### src/rtl/fe_power_pkg.sv
// Shared definitions for the front-end power sequencer: FSM state
// encodings and the width of the STATE readback port.
package fe_power_pkg;

   localparam int STATE_W = 3;

   localparam logic [STATE_W-1:0] ST_OFF       = 3'd0;
   localparam logic [STATE_W-1:0] ST_RAMP_UP   = 3'd1;
   localparam logic [STATE_W-1:0] ST_ON        = 3'd2;
   localparam logic [STATE_W-1:0] ST_RAMP_DOWN = 3'd3;
   localparam logic [STATE_W-1:0] ST_TRIP      = 3'd4;

endpackage

### src/rtl/fe_oc_filter.sv
// Per-channel over-current qualifier. Synchronizes the raw board flag,
// ignores it while the channel is off or still inside its inrush window,
// and reports a fault once the flag has been high for OC_FILTER
// consecutive qualified cycles.
module fe_oc_filter #(
   parameter int OC_BLANK  = 96000,
   parameter int OC_FILTER = 16
) (
   input  logic clk,
   input  logic rst,
   input  logic en,
   input  logic clr,
   input  logic oc,
   output logic fault_pulse
);

   localparam int BW = (OC_BLANK > 0) ? $clog2(OC_BLANK + 1) : 1;
   localparam int FW = $clog2(OC_FILTER + 1);

   logic          oc_meta;
   logic          oc_sync;
   logic [BW-1:0] blank_cnt;
   logic [FW-1:0] filt_cnt;
   logic          qualified;

   // Two-flop synchronizer for the asynchronous over-current flag.
   always_ff @(posedge clk or posedge rst) begin
      if (rst) begin
         oc_meta <= 1'b0;
         oc_sync <= 1'b0;
      end else begin
         oc_meta <= oc;
         oc_sync <= oc_meta;
      end
   end

   // Counts cycles since the enable rose; saturates once inrush is over.
   always_ff @(posedge clk or posedge rst) begin
      if (rst) begin
         blank_cnt <= '0;
      end else if (!en) begin
         blank_cnt <= '0;
      end else if (blank_cnt != BW'(OC_BLANK)) begin
         blank_cnt <= blank_cnt + BW'(1);
      end
   end

   assign qualified = en && (blank_cnt == BW'(OC_BLANK));

   // Consecutive-high counter; any low or unqualified sample restarts it.
   always_ff @(posedge clk or posedge rst) begin
      if (rst) begin
         filt_cnt <= '0;
      end else if (clr || !qualified || !oc_sync) begin
         filt_cnt <= '0;
      end else if (filt_cnt != FW'(OC_FILTER)) begin
         filt_cnt <= filt_cnt + FW'(1);
      end
   end

   assign fault_pulse = (filt_cnt == FW'(OC_FILTER));

endmodule

### src/rtl/fe_power_sequencer.sv
// Front-end regulator sequencer. Staggers the channel enables up and
// down, waits for the rails to settle before reporting READY, and drops
// every rail at once when a filtered over-current fault is seen.
module fe_power_sequencer
   import fe_power_pkg::*;
#(
   parameter int N_CH          = 4,
   parameter int STEP_CYCLES   = 48000,
   parameter int SETTLE_CYCLES = 480000,
   parameter int OC_BLANK      = 96000,
   parameter int OC_FILTER     = 16
) (
   input  logic               BUS_CLK,
   input  logic               BUS_RST,
   input  logic [N_CH-1:0]    CH_MASK,
   input  logic               POWER_ON,
   input  logic               POWER_OFF,
   input  logic               FAULT_CLEAR,
   input  logic [N_CH-1:0]    OC,
   output logic [N_CH-1:0]    EN,
   output logic               READY,
   output logic               BUSY,
   output logic [N_CH-1:0]    FAULT,
   output logic [STATE_W-1:0] STATE
);

   localparam int CNT_MAX = (STEP_CYCLES > SETTLE_CYCLES) ? STEP_CYCLES : SETTLE_CYCLES;
   localparam int CNT_W   = $clog2(CNT_MAX + 1);
   localparam logic [CNT_W-1:0] STEP_LAST   = CNT_W'(STEP_CYCLES - 1);
   localparam logic [CNT_W-1:0] SETTLE_LAST = CNT_W'(SETTLE_CYCLES - 1);

   logic [STATE_W-1:0] state, state_nxt;
   logic [N_CH-1:0]    en_q, en_nxt;
   logic [N_CH-1:0]    mask_q, mask_nxt;
   logic [N_CH-1:0]    fault_q, fault_nxt;
   logic [CNT_W-1:0]   cnt, cnt_nxt;
   logic [N_CH-1:0]    fault_pulse;
   logic               filt_clr;

   // Isolates the lowest set bit: the next channel to bring up.
   function automatic logic [N_CH-1:0] lowest_bit(input logic [N_CH-1:0] v);
      logic [N_CH-1:0] r;
      logic            found;
      r     = '0;
      found = 1'b0;
      for (int i = 0; i < N_CH; i++) begin
         if (!found && v[i]) begin
            r[i]  = 1'b1;
            found = 1'b1;
         end
      end
      return r;
   endfunction

   // Clears the highest set bit: the next channel to take down.
   function automatic logic [N_CH-1:0] clear_highest(input logic [N_CH-1:0] v);
      logic [N_CH-1:0] r;
      logic            found;
      r     = v;
      found = 1'b0;
      for (int i = N_CH - 1; i >= 0; i--) begin
         if (!found && v[i]) begin
            r[i]  = 1'b0;
            found = 1'b1;
         end
      end
      return r;
   endfunction

   assign filt_clr = (state == ST_TRIP) && FAULT_CLEAR;

   for (genvar i = 0; i < N_CH; i++) begin : g_oc
      fe_oc_filter #(
         .OC_BLANK  (OC_BLANK),
         .OC_FILTER (OC_FILTER)
      ) u_filt (
         .clk         (BUS_CLK),
         .rst         (BUS_RST),
         .en          (en_q[i]),
         .clr         (filt_clr),
         .oc          (OC[i]),
         .fault_pulse (fault_pulse[i])
      );
   end

   // Next-state logic: sequencing, abort, trip and recovery decisions.
   always_comb begin
      state_nxt = state;
      en_nxt    = en_q;
      mask_nxt  = mask_q;
      fault_nxt = fault_q;
      cnt_nxt   = (cnt == {CNT_W{1'b1}}) ? cnt : cnt + CNT_W'(1);

      case (state)
         ST_OFF: begin
            if (!POWER_OFF && POWER_ON && (CH_MASK != '0)) begin
               state_nxt = ST_RAMP_UP;
               mask_nxt  = CH_MASK;
               en_nxt    = lowest_bit(CH_MASK);
            end
         end
         ST_RAMP_UP: begin
            if (fault_pulse != '0) begin
               state_nxt = ST_TRIP;
               en_nxt    = '0;
               fault_nxt = fault_q | fault_pulse;
            end else if (POWER_OFF) begin
               state_nxt = ST_RAMP_DOWN;
               en_nxt    = clear_highest(en_q);
            end else if (en_q == mask_q) begin
               if (cnt == SETTLE_LAST) begin
                  state_nxt = ST_ON;
               end
            end else if (cnt == STEP_LAST) begin
               en_nxt  = en_q | lowest_bit(mask_q & ~en_q);
               cnt_nxt = '0;
            end
         end
         ST_ON: begin
            if (fault_pulse != '0) begin
               state_nxt = ST_TRIP;
               en_nxt    = '0;
               fault_nxt = fault_q | fault_pulse;
            end else if (POWER_OFF) begin
               state_nxt = ST_RAMP_DOWN;
               en_nxt    = clear_highest(en_q);
            end
         end
         ST_RAMP_DOWN: begin
            if (fault_pulse != '0) begin
               state_nxt = ST_TRIP;
               en_nxt    = '0;
               fault_nxt = fault_q | fault_pulse;
            end else if (cnt == STEP_LAST) begin
               en_nxt  = clear_highest(en_q);
               cnt_nxt = '0;
            end
         end
         ST_TRIP: begin
            if (FAULT_CLEAR) begin
               state_nxt = ST_OFF;
               fault_nxt = '0;
            end
         end
         default: begin
            state_nxt = ST_OFF;
            en_nxt    = '0;
         end
      endcase

      if ((state_nxt == ST_RAMP_DOWN) && (en_nxt == '0)) begin
         state_nxt = ST_OFF;
      end

      if (state_nxt != state) begin
         cnt_nxt = '0;
      end
   end

   // State, enables, latched mask, sticky faults and the step/settle counter.
   always_ff @(posedge BUS_CLK or posedge BUS_RST) begin
      if (BUS_RST) begin
         state   <= ST_OFF;
         en_q    <= '0;
         mask_q  <= '0;
         fault_q <= '0;
         cnt     <= '0;
      end else begin
         state   <= state_nxt;
         en_q    <= en_nxt;
         mask_q  <= mask_nxt;
         fault_q <= fault_nxt;
         cnt     <= cnt_nxt;
      end
   end

   assign EN    = en_q;
   assign FAULT = fault_q;
   assign STATE = state;
   assign READY = (state == ST_ON);
   assign BUSY  = (state == ST_RAMP_UP) || (state == ST_RAMP_DOWN);

endmodule
### config.mk
export PLATFORM = sky130hd
export DESIGN_NAME = fe_power_sequencer
export DESIGN_NICKNAME = d
export VERILOG_FILES = /design/src/rtl/fe_power_pkg.sv /design/src/rtl/fe_oc_filter.sv /design/src/rtl/fe_power_sequencer.sv
export SDC_FILE = /design/constraint.sdc
export NUM_CORES = 1
export LEC_CHECK = 0
export CELL_PAD_IN_SITES_DETAIL_PLACEMENT = 0
export CELL_PAD_IN_SITES_GLOBAL_PLACEMENT = 1
export CORE_UTILIZATION = 30
export DETAILED_ROUTE_END_ITERATION = 10
export PLACE_DENSITY_LB_ADDON = 0.1
export REMOVE_ABC_BUFFERS = 1
export SETUP_SLACK_MARGIN = 0.02
export SYNTH_ARGS = -nofsm -noshare
export SYNTH_HDL_FRONTEND = slang
export SYNTH_SLANG_ARGS = --single-unit
export TNS_END_PERCENT = 50
### constraint.sdc
create_clock -name BUS_CLK -period 4.55 [get_ports BUS_CLK]
set_clock_uncertainty 0.15 [all_clocks]
set_input_delay 0.6825 -clock BUS_CLK [delete_from_list [all_inputs] [get_ports BUS_CLK]]
set_output_delay 0.6825 -clock BUS_CLK [all_outputs]
set_load 0.01 [all_outputs]
Yosys cells after proc, flatten, opt, wreduce, memory -nomap -nowiden
Cells that the tools add are included.
- $add $sub $neg: 9
- eq/ne operators: 32
- multiplexer cells: 137
- bitwise gates (word level): 4
- reduce and logical (&&, ||, !) cells: 68
- operators by type and width (operator ; number):
    17-bit 2-to-1 mux ; 8
    19-bit 2-to-1 mux ; 7
    1-bit 2-to-1 mux ; 89
    17-bit by 1-bit adder with 17-bit output (second input constant) ; 4
    17-bit == test (second input constant) ; 4
    17-bit inequality test (second input constant) ; 4
    4-bit 2-to-1 mux ; 11
    5-bit 2-to-1 mux ; 8
    19-bit == test (second input constant) ; 2
    19-bit case mux with 2 select lines ; 1
    3-bit 2-to-1 mux ; 10
    1-bit zero test ; 24
    1-bit logical AND ; 23
    5-bit by 1-bit adder with 5-bit output (second input constant) ; 4
    5-bit == test (second input constant) ; 4
    5-bit inequality test (second input constant) ; 4
    4-bit case mux with 5 select lines ; 1
    19-bit by 1-bit adder with 19-bit output (second input constant) ; 1
    19-bit by 16-bit == test with 1-bit output (second input constant) ; 1
    3-bit case mux with 5 select lines ; 1
    2-bit by 1-bit inequality test with 1-bit output (second input constant) ; 5
    2-bit nonzero test ; 5
    3-bit by 2-bit == test with 1-bit output (second input constant) ; 3
    1-bit logical OR ; 9
    15 further kinds ; 17
- register bits: 130
- output and inout port bits: 13
- logic and storage cells: 271

Logic depth before layout (Yosys ltp)
- depth in word-level cells: 43
- mapped depth: 12
- depth with buffers taken out: 9

By module
A second synthesis with hierarchy kept.
- cell total of the unflattened synthesis: 776
- area total of the unflattened synthesis: 7413.4 µm²
- modules (own cells, without submodules) (module ; instances ; cells each ; area an instance (µm²) ; sequential area each (µm²)):
    fe_oc_filter ; 4 ; 129 ; 1281.2 ; 600.6
    fe_power_sequencer ; 1 ; 260 ; 2288.4 ; 850.8

Least setup slack after synthesis
Ideal clock, no wire load.
- kind: reg2reg
- start: register en_q[0], in the netlist EN[0]
- end: register state[0], in the netlist STATE[0]
- setup time: 0.119 ns
- arrival: 3.237 ns
- path slack: 1.044 ns
- cell stages (with the launch flop): 13
- buffers on the path: 3
- period minus slack after synthesis: 3.506 ns
- path through: dfrtp_1 -> inv_1 -> clkbuf_1 -> clkbuf_1 -> ha_1 -> nand4b_1 -> or4_1 -> o31a_1 -> nor3_1 -> o21ai_1 -> nor4_2 -> buf_6 -> o21ba_1
- word-level cells in the longest chain between the ends: 41
- elaborated cells on any way between the ends: 70
- classes of those cells: eq/ne: 2; mux: 54; bitwise: 3; reduce/logical: 11
- ends and longest elaborated chain (what ; line ; RTL):
    start, declared ; fe_power_sequencer.sv:33 ; logic [N_CH-1:0] en_q, en_nxt;
    start signal, assigned ; fe_power_sequencer.sv:170 ; en_q <= en_nxt;
    4-bit NOT ; fe_power_sequencer.sv:115 ; en_nxt = en_q | lowest_bit(mask_q & ~en_q);
    4-bit AND ; fe_power_sequencer.sv:115 ;
    1-bit 2-to-1 mux ; fe_power_sequencer.sv:47 ; if (!found && v[i]) begin
    1-bit 2-to-1 mux ; fe_power_sequencer.sv:114 ; end else if (cnt == STEP_LAST) begin
    1-bit 2-to-1 mux ; fe_power_sequencer.sv:110 ; end else if (en_q == mask_q) begin
    1-bit 2-to-1 mux ; fe_power_sequencer.sv:107 ; end else if (POWER_OFF) begin
    1-bit 2-to-1 mux ; fe_power_sequencer.sv:103 ; if (fault_pulse != '0) begin
    1-bit 2-to-1 mux ; fe_power_sequencer.sv:94 ; case (state)
    (+26 left out) ; -- ;
    4-bit 2-to-1 mux ; fe_power_sequencer.sv:110 ;
    4-bit 2-to-1 mux ; fe_power_sequencer.sv:107 ;
    4-bit 2-to-1 mux ; fe_power_sequencer.sv:103 ;
    4-bit case mux with 5 select lines ; fe_power_sequencer.sv:94 ;
    4-bit zero test ; fe_power_sequencer.sv:151 ; if ((state_nxt == ST_RAMP_DOWN) && (en_nxt == '0)) begin
    1-bit logical AND ; fe_power_sequencer.sv:151 ;
    3-bit 2-to-1 mux * ; fe_power_sequencer.sv:151 ;
    via state_nxt[0] ; fe_power_sequencer.sv:32 ; logic [STATE_W-1:0] state, state_nxt;
    end signal, assigned ; fe_power_sequencer.sv:169 ; state <= state_nxt;
    end, declared ; fe_power_sequencer.sv:32 ;
The timed path passes the listed nets; every way through them passes the cells marked *. The select of a mux whose other input is x is not followed.
A chain may end at the register's enable or synchronous reset.

Final worst setup path
- start: register en_q[2], in the netlist EN[2]
- end: register cnt[1]
- word-level cells in the longest chain between the ends: 28
- elaborated cells on any way between the ends: 97
- classes of those cells: eq/ne: 3; mux: 71; bitwise: 3; reduce/logical: 20
- ends and longest elaborated chain (what ; line ; RTL):
    4-bit NOT ; fe_power_sequencer.sv:115 ;
    4-bit AND ; fe_power_sequencer.sv:115 ;
    1-bit logical AND ; fe_power_sequencer.sv:47 ;
    1-bit 2-to-1 mux ; fe_power_sequencer.sv:47 ;
    1-bit 2-to-1 mux ; fe_power_sequencer.sv:114 ;
    1-bit 2-to-1 mux ; fe_power_sequencer.sv:110 ;
    1-bit 2-to-1 mux ; fe_power_sequencer.sv:107 ;
    1-bit 2-to-1 mux ; fe_power_sequencer.sv:103 ;
    (+13 left out) ; -- ;
    4-bit 2-to-1 mux ; fe_power_sequencer.sv:103 ;
    4-bit case mux with 5 select lines ; fe_power_sequencer.sv:94 ;
    4-bit zero test ; fe_power_sequencer.sv:151 ;
    1-bit logical AND ; fe_power_sequencer.sv:151 ;
    3-bit 2-to-1 mux ; fe_power_sequencer.sv:151 ;
    3-bit inequality test ; fe_power_sequencer.sv:155 ; if (state_nxt != state) begin
    19-bit 2-to-1 mux * ; fe_power_sequencer.sv:155 ;
    via cnt_nxt[1] ; fe_power_sequencer.sv:36 ; logic [CNT_W-1:0] cnt, cnt_nxt;
    end signal, assigned ; fe_power_sequencer.sv:173 ; cnt <= cnt_nxt;
    end, declared ; fe_power_sequencer.sv:36 ;
Marks and branches as above.

==> summary.md <==
| Metric | Value |
|---|---|
| R2R cell count | `11` |
| Final TNS setup | `0 ns` |
| Final WL | `16.69 mm` |
| Crit. End Element | `flop` |
| Commonest cells in the synthesized netlist | `dfrtp_1, nor2_1, xor2_1` |
| Worst r2r dst | `cnt[1]$_DFF_PP0_` |
| Total clock sinks | `130` |
| Final Hold Viols | `0` |
| Final #Nets | `780` |
| PostCTS Resize Cnt | `0` |
| CTS clock-pin slew for the worst setup and hold paths | `0.06 ns` |
| Worst-margin pin slew | `0.9062 ns` |
| GPL Wtd Cong | `0.7966` |
| DP Worst Slack | `0.9089 ns` |
| Synth top area cells | `dfrtp_1, xor2_1, nor2_1` |
| Relative slew margins | `39.03%` |
| TritonCTS clock tree | `done` |
| H-tree depth | `4` |
| Share of cells above drive strength 1 | `8.575%` |
| Vias in the first global route | `5,438` |
| Synth Area in Simple Gates | `26.98%` |
| # DRC | `0` |
| Clock buffer count from CTS | `17` |
| Max Cap Violations | `0` |
| Final period utilization | `80.83%` |
| Post-Syn Area | `6905 µm²` |
| Hold_sp | `g_oc[2].u_filt.oc_meta$_DFF_PP0_` |
| DR WL/cell | `16.00 µm` |
| Status | `completed` |
| Cts hold-fix bufs | `0` |
| FF-to-FF setup slack | `0.87 ns` |
| P_int | `2.331 mW` |
| Crit Path Category | `reg2reg` |
| RR Startpoint | `EN[2]$_DFF_PP0_` |
| Root buffer cell | `clkbuf_16` |
| Min Tclk post-route | `3.678 ns` |
| Post-Syn Instances | `716` |
| Required @ worst endpoint | `4.67 ns` |
| Comb power frac | `21.0%` |
| Mux cell area share after synthesis | `1.504%` |
| Area of the die | `23,630 µm²` |
| DRT iter0 DRCs | `215` |
| Power Total | `3.407 mW` |
| Top-count cell post-synth | `dfrtp_1` |
| FFs w/ async S/R, synth | `100.0%` |
| Max Slew Vio Count | `0` |
| Synth Area in Adders | `3.986%` |
| Post-CTS setup buffer count | `0` |
| Hold Path End | `g_oc[2].u_filt.oc_sync$_DFF_PP0_` |
| # fillers | `2,310` |
| Global-route wire length before repair | `28.54 mm` |
| Largest net degree at the start of global routing | `37` |
| XOR/XNOR Fraction of Synth Area | `10.78%` |
| Worst hold path class | `reg2reg` |
| FMAX | `0.2719 GHz` |
| Clock Latency Late Sink | `0.42 ns` |
| CP arrival | `3.80 ns` |
| Ys Warns | `0` |
| Final instance area | `8073 µm²` |
| Total core area | `22,570 µm²` |
| Post-Layout Cell Count | `1,043` |
| CP Launch Type | `flop` |
| Dominant synthesized flop cell | `dfrtp_1` |
| Gr usage total | `15.23%` |
| Die Span X | `153.7 µm` |
| Synth-to-Final Area Change | `16.91%` |
| I/O pin count | `26` |
| Pre-Repair DR Iteration Count | `4` |
| Via/cell ratio | `4.960` |
| Critical path fanouts, max | `18` |
| Mean post-synth cell area | `9.644 µm²` |
| Post-synth top area share | `47.11%` |
| RSZ-0062 raised after global routing | `false` |
| Leading area contributor after synthesis | `dfrtp_1` |
| Initial Utilization | `30.59%` |
| Seq pwr share | `38.3%` |
| Die height | `153.7 µm` |
| Initial antenna violation count | `0` |
| Hold path depth | `0` |
| Leakage | `3.247 nW` |
| Antenna cells | `0` |
| Pwr dens | `422.0 nW/µm²` |
| Peak VDD IR | `0.2104 mV` |
| Synth unique cells | `60` |
| Buffers on Ports | `25` |
| Largest family of logic cells by synthesized area | `simple AND/OR/NAND/NOR gates` |
| Placed cell count | `1,011` |
| Psw | `1.076 mW` |
| Row count | `55` |
| Area post-placement | `7477 µm²` |
| Max clock buf depth | `2` |
| Yosys reg bits | `130` |
| Grt ovf | `0` |
| Compound-Gate Fraction of Synth Area | `5.816%` |
| Sequential area share after synthesis | `47.11%` |
| Final ANT Viol Nets | `0` |
| Switching portion of total power | `31.59%` |
| Clk pwr share | `40.7%` |
| Via count | `5,173` |
| Post-DP HPWL | `11.83 mm` |
| EDFF count, synth | `0` |
| Endpoints failing setup | `0` |
| Final setup margin | `0.8722 ns` |
-- power groups by stage --
stage | registers [mW] | clock network (mW) | logic, mW
2_1_floorplan | 1.30 | 0 | 0.439
3_3_place_gp | 1.33 | 0 | 0.725
3_5_place_dp | 1.33 | 0 | 0.727
4_1_cts | 1.31 | 1.44 | 0.732
5_1_grt | 1.32 | 1.48 | 0.798
6_report | 1.30 | 1.39 | 0.717
-- area by class of cell --
cell class / instances / area, µm² / share of cell area (%)
multi-input cells: 527 / 3397 / 42.08
repair buffers: 39 / 355.3 / 4.402
flip-flops and latches: 130 / 3253 / 40.30
clock buffers: 19 / 442.9 / 5.487
inverters: 30 / 115.1 / 1.426
well taps: 285 / 356.6 / 4.417
clock inverters: 13 / 152.6 / 1.891
-- cells in the final DEF (no fill, tap or decap), types with 20 or more instances in the layout --
cell type | synthesis | final
dfrtp_1 | 130 | 130
inv_1 | 27 | 26
nor3_1 | 35 | 35
nor2_1 | 98 | 98
xnor2_1 | 29 | 29
a21oi_1 | 20 | 20
clkdlybuf4s50_1 | 0 | 25
ha_1 | 22 | 22
nand4_1 | 27 | 27
xor2_1 | 56 | 56
nand3_1 | 46 | 46
nand2_1 | 43 | 43
-- stage by stage --
| step | utilization (%) | hold slack [ns] |
|---|---|---|
| finish | 35.77 | 0.2122 |
| global route | 35.77 | 0.2231 |
| CTS | 35.77 | 0.2131 |
| global placement | 33.13 | 0.1842 |
| floorplan | - | 0.1812 |
| detailed placement | 33.13 | 0.1958 |
-- routing by layer --
metal  wire length [µm]  share of wire (%)  global-route usage (%)  up-vias
met4                297                1.8                   5.333        0
met1               7961                 48                   19.72     2536
met2               7959                 48                   25.02       66
met5                  0                  0                       0        -
li1                   -                  -                       -     2550
met3                468                2.8                   3.326       21
-- worst max-delay path, stage by stage (launching register included) --
cell       delay [ns]
dfrtp_1          0.52
clkinv_1         0.11
buf_4            0.21
ha_1             0.29
nand4b_1         0.31
or4_1            0.61
o31a_1           0.26
nor3_1           0.18
o21ai_1          0.15
nor4_4           0.31
buf_4            0.33
a2111oi_1        0.10
-- flip-flops by register name, summed over array words and instances, names as in the netlist --
| name | flops |
|---|---|
| g_oc.u_filt.oc_sync | 4 |
| g_oc.u_filt.oc_meta | 4 |
| mask_q | 4 |
| EN | 4 |
| cnt | 19 |
| g_oc.u_filt.filt_cnt | 20 |
| g_oc.u_filt.blank_cnt | 68 |
| STATE | 3 |
| FAULT | 4 |
-- cell families after synthesis --
logic type	after synthesis
fa+ha+maj	22
flops	130
mux	10
compound gates	62
buf+inv	59
simple gates	348
xor+xnor	85
-- worst max-delay path by stage --
stage	from	end	slack, ns
2_1_floorplan	BUS_RST	EN[0]$_DFF_PP0_	0.25
3_3_place_gp	POWER_OFF	cnt[1]$_DFF_PP0_	0.96
3_5_place_dp	EN[2]$_DFF_PP0_	cnt[1]$_DFF_PP0_	0.91
4_1_cts	EN[2]$_DFF_PP0_	cnt[1]$_DFF_PP0_	0.89
5_1_grt	EN[2]$_DFF_PP0_	cnt[6]$_DFF_PP0_	0.61
6_report	EN[2]$_DFF_PP0_	cnt[1]$_DFF_PP0_	0.87
(Power assumes the default switching activity.)
